**src/rtl/tx_serial_paridad.sv**
```systemverilog
// Async serial transmitter: start, DATA_W data bits LSB first, parity, STOP_BITS stop bits.
// Optional build macro PARIDAD_CHECK_EN adds a sticky parity-mismatch check on captured words.
module tx_serial_paridad #(
    parameter int unsigned DATA_W    = 7,
    parameter int unsigned BAUD_DIV  = 4,
    parameter int unsigned STOP_BITS = 1
) (
    input  logic              clk,
    input  logic              reset_L,
    input  logic              valid_in,
    input  logic [DATA_W-1:0] data_in,
    input  logic              paridad_in,
`ifdef PARIDAD_CHECK_EN
    input  logic              parimpar_in,
    output logic              err_paridad,
`endif
    output logic              ready_out,
    output logic              busy,
    output logic              tx_out
);

    localparam int unsigned BW = (BAUD_DIV > 1) ? $clog2(BAUD_DIV) : 1;
    localparam int unsigned CW = (DATA_W > 1) ? $clog2(DATA_W) : 1;
    localparam logic [BW-1:0] BAUD_LAST = BW'(BAUD_DIV - 1);
    localparam logic [CW-1:0] DATA_LAST = CW'(DATA_W - 1);
    localparam logic [CW-1:0] STOP_LAST = CW'(STOP_BITS - 1);

    typedef enum logic [2:0] {
        IDLE,
        START,
        DATA,
        PARITY,
        STOP
    } state_t;

    state_t            state, state_n;
    logic [BW-1:0]     baud, baud_n;
    logic [CW-1:0]     bitcnt, bitcnt_n;
    logic [DATA_W:0]   shreg, shreg_n;
    logic              tx_n, ready_n, busy_n;
    logic              baud_wrap;
    logic              accept;

    always_ff @(posedge clk or negedge reset_L) begin
        if (!reset_L) begin
            state     <= IDLE;
            baud      <= '0;
            bitcnt    <= '0;
            shreg     <= '0;
            tx_out    <= 1'b1;
            ready_out <= 1'b1;
            busy      <= 1'b0;
        end else begin
            state     <= state_n;
            baud      <= baud_n;
            bitcnt    <= bitcnt_n;
            shreg     <= shreg_n;
            tx_out    <= tx_n;
            ready_out <= ready_n;
            busy      <= busy_n;
        end
    end

    // Outputs are computed for the state being entered so they leave registers directly.
    always_comb begin
        state_n   = state;
        baud_n    = baud;
        bitcnt_n  = bitcnt;
        shreg_n   = shreg;
        tx_n      = tx_out;
        ready_n   = ready_out;
        busy_n    = busy;
        baud_wrap = (baud == BAUD_LAST);
        accept    = 1'b0;

        if (state != IDLE) begin
            baud_n = baud_wrap ? '0 : baud + BW'(1);
        end

        unique case (state)
            IDLE: begin
                baud_n   = '0;
                bitcnt_n = '0;
                tx_n     = 1'b1;
                if (valid_in && ready_out) begin
                    accept  = 1'b1;
                    shreg_n = {paridad_in, data_in};
                    state_n = START;
                    tx_n    = 1'b0;
                    ready_n = 1'b0;
                    busy_n  = 1'b1;
                end
            end
            START: begin
                if (baud_wrap) begin
                    state_n  = DATA;
                    bitcnt_n = '0;
                    tx_n     = shreg[0];
                end
            end
            DATA: begin
                // After DATA_W shifts the parity bit sits at shreg[0], so the same tap feeds PARITY.
                if (baud_wrap) begin
                    shreg_n = shreg >> 1;
                    tx_n    = shreg[1];
                    if (bitcnt == DATA_LAST) begin
                        state_n  = PARITY;
                        bitcnt_n = '0;
                    end else begin
                        bitcnt_n = bitcnt + CW'(1);
                    end
                end
            end
            PARITY: begin
                if (baud_wrap) begin
                    state_n  = STOP;
                    bitcnt_n = '0;
                    tx_n     = 1'b1;
                end
            end
            STOP: begin
                if (baud_wrap) begin
                    if (bitcnt == STOP_LAST) begin
                        state_n  = IDLE;
                        bitcnt_n = '0;
                        ready_n  = 1'b1;
                        busy_n   = 1'b0;
                    end else begin
                        bitcnt_n = bitcnt + CW'(1);
                    end
                end
            end
            default: begin
                state_n = IDLE;
                tx_n    = 1'b1;
                ready_n = 1'b1;
                busy_n  = 1'b0;
            end
        endcase
    end

`ifdef PARIDAD_CHECK_EN
    logic par_exp;

    // Even parity makes the total count of ones even; odd inverts it.
    always_comb begin
        par_exp = (^data_in) ^ parimpar_in;
    end

    always_ff @(posedge clk or negedge reset_L) begin
        if (!reset_L) begin
            err_paridad <= 1'b0;
        end else if (accept && (paridad_in != par_exp)) begin
            err_paridad <= 1'b1;
        end
    end
`endif

endmodule

```
**config.mk**
```make
export PLATFORM = sky130hd
export DESIGN_NAME = tx_serial_paridad
export DESIGN_NICKNAME = d
export VERILOG_FILES = /design/src/rtl/tx_serial_paridad.sv
export SDC_FILE = /design/constraint.sdc
export NUM_CORES = 1
export LEC_CHECK = 0
export ABC_AREA = 0
export CORE_UTILIZATION = 47
export DETAILED_ROUTE_END_ITERATION = 8
export GPL_ROUTABILITY_DRIVEN = 0
export GPL_TIMING_DRIVEN = 0
export PLACE_DENSITY_LB_ADDON = 0.08
export SLEW_MARGIN = 20
export SYNTH_ARGS = -nofsm -noshare
export SYNTH_HDL_FRONTEND = slang
export SYNTH_SLANG_ARGS = --single-unit
```
**constraint.sdc**
```tcl
create_clock -name clk -period 1.85 [get_ports clk]
set_clock_uncertainty 0.15 [all_clocks]
set_input_delay 0.37 -clock clk [delete_from_list [all_inputs] [get_ports clk]]
set_output_delay 0.37 -clock clk [all_outputs]
set_load 0.05 [all_outputs]
```
==> flow_summary.ini <==
[sta]
slew_viol_final = 0
rsz0062_at_grt = true
period_needed_ns = 1.822
tightestPinTransition_ns = 0.8454
final.setup.tns_ns = 0
hold_viol = 0
max_freq_mhz = 548.9
slew_headroom = 0.4346
min_period_over_period = 0.9847
setup_viol = 0

[synth]
synth_edf_count = 0
yosysWarnings = 0
synthDistinctLibCells = 34
synthesis.area_mm2 = 0.001010
synth_cells = 105
synth_flop_cell = dfrtp_1
ys_seq_area_frac = 0.4734
synth_top_family_by_area = simple AND/OR/NAND/NOR gates
syn_area_per_cell_um2 = 9.616
yosys.area.top_type_share = 0.4213
postSynth.asyncResetShare = 1.000
synth_nets = 120
synthMuxAreaShare = 0.06939
synth_xor_area_frac = 0.008674
synth_compound_area_frac = 0.1524
synth_simple_gate_area_frac = 0.1685
synth-adder-area-share = 0.06072
synth_area_leaders = dfrtp_1 (42%), a21oi_1 (6.9%), mux2i_1 (6.9%)
post-synth-top-area-cell = dfrtp_1
ys_seq_elements = 19

[worst_setup_path]
crit_arrival_ns = 1.88
critPathKind = reg2reg
startpoint_type = flip-flop
r2r_slack_ns = 0.03
crit_path_end_kind = flip-flop
crit_required_ns = 1.91
rr_worst_depth = 5
r2r_start = state[1]$_DFFE_PN0P_
r2r-end = bitcnt[2]$_DFFE_PN0P_
worstPathMaxFanout = 6

[placement]
dp_hpwl_mm = 1.283
dp_cells = 145
port_buffers = 13

[cts]
cts.clk_slew.worst_paths_ns = 0.11
cts_tree = built
cts_num_sinks = 19
cts.path.max_buffers = 2
insertion_delay_ns = 0.30
h-tree-depth = 1
root_buffer = clkbuf_4
cts_buffers = 3

[final_layout]
nets = 148
final_common_cell = dfrtp_1
diodes = 0
syn2layout_area_growth_pct = 28.87
fin_cells = 159
drive_gt1_frac = 0.2273
final_cell_mix = dfrtp_1 (17), a21oi_1 (14), nor2_1 (13), clkdlybuf4s50_1 (10), buf_4 (10)

[job]
cap_violations = 0

[status]
outcome = complete, no violations

[power_and_ir_drop]
powerDensity_mw_per_mm2 = 1342
clkPwrFrac = 0.123
vdd_ir_drop_max_v = 0.0007966
p_int_w = 0.001095
p_leak_nw = 0.5575
p_switching_w = 0.0006515
p_sw_frac = 0.3730
combPwrFrac = 0.500
fin_total_pwr_w = 0.001746
seq_power_share = 0.378

[floorplan]
die_area_mm2 = 0.002338
die_x_um = 48.35
die_h_um = 48.35
top_level_ports = 14
core_area_mm2 = 0.001982
rows = 16
initial_core_util = 0.5095

[detailed_routing]
wl_mm = 1.900
via_per_inst = 5.126
final_antenna_net_count = 0
vias = 815
firstDrtPassIters = 4
drcViolationCount = 0
wl_per_cell_um = 11.95
wl_met2_um = 943
highest_layer = met4
wl_met3_um = 32
drtIter0Drc = 11
wl_met1_um = 900

[hold_path]
hold_path_end = baud[0]$_DFF_PN0_
min_path_cells = 1
hp-class = reg2reg
min_from = baud[0]$_DFF_PN0_

[global_routing]
grtUsageTotal = 0.1800
grt_max_degree = 20
grt_pass1_wl_mm = 3.318
antenna_found_initial = 0
grt_pass1_vias = 764
grt_overflow = 0
==> worst max-delay path, stage by stage (launching register included) <==
cell	delay, ns
dfrtp_1	0.39
buf_6	0.12
or2_4	0.26
maj3_2	0.32
or4_4	0.43
o311ai_2	0.08
==> kinds of logic after synthesis <==
group	after synthesis
and+or+nand+nor	35
AOI/OAI and AO/OA	25
DFF	19
buffers and inverters	13
muxes	7
adders and majority gates	5
xor gates and xnor gates	1
==> state kept, by name (all words and copies together) (netlist names) <==
register   count
state          3
busy           1
ready_out      1
baud           2
bitcnt         3
tx_out         1
shreg          8
==> routing by layer <==
metal,vias up,global-route usage
li1,415,-
met1,390,0.2556
met2,8,0.2887
met3,2,0.01887
met4,0,0.05882
met5,-,0
==> how the worst max path moves through the flow <==
| stage | start | endpoint |
|---|---|---|
| after floorplan | ready_out$_DFFE_PN1P_ | shreg[5]$_DFFE_PN0P_ |
| after global placement | valid_in | shreg[5]$_DFFE_PN0P_ |
| after detailed placement | valid_in | shreg[5]$_DFFE_PN0P_ |
| after CTS | state[1]$_DFFE_PN0P_ | bitcnt[2]$_DFFE_PN0P_ |
| after global routing | state[1]$_DFFE_PN0P_ | bitcnt[2]$_DFFE_PN0P_ |
| final | state[1]$_DFFE_PN0P_ | bitcnt[2]$_DFFE_PN0P_ |
==> cell usage after synthesis, types with 2 or more instances <==
library cell	number
nand2_1	8
dfstp_2	2
mux2i_1	7
nor2b_1	2
dfrtp_1	17
nand3b_1	2
inv_1	6
clkbuf_1	3
nor2_1	13
o21ai_0	4
nor3_1	2
ha_1	4
a21oi_1	14
==> power by group through the flow <==
stage	Combinational [W]	Sequential, W	Clock [W]
6_report	0.000872	0.000660	0.000214
5_1_grt	0.000987	0.000679	0.000233
3_5_place_dp	0.000751	0.000671	0
2_1_floorplan	0.000577	0.000674	0
3_3_place_gp	0.000740	0.000664	0
4_1_cts	0.000783	0.000662	0.000220
==> cell type report <==
| class | instances | area, µm² |
|---|---|---|
| fill | 155 | 680.7 |
| multi-input combinational | 73 | 485.5 |
| sequential | 19 | 478.0 |
| timing repair buffer | 23 | 206.4 |
| buffer | 6 | 43.79 |
| tap | 27 | 33.78 |
| inverter | 7 | 27.53 |
| clock buffer | 4 | 26.28 |
==> through the flow <==
step | util | hold slack, ns | worst slack [ns] | cell area (µm²)
2_1_floorplan | - | -0.07559 | 0.02324 | 1018
4_1_cts | 0.6187 | 0.2970 | 0.01470 | 1226
3_5_place_dp | 0.5966 | 0.2817 | -0.3221 | 1182
6_report | 0.6566 | 0.2925 | 0.02830 | 1301
5_1_grt | 0.6566 | 0.3061 | -0.04495 | 1301
3_3_place_gp | 0.5966 | 0.2754 | -0.2741 | 1182
==> repair_timing <==
action	in CTS	in global routing
hold endpoints to repair	0	0
setup endpoints to repair	11	2
gates resized for setup	8	4
pin swaps	2	2
hold buffers	0	0
setup buffers	2	8
(Power assumes the default switching activity.)
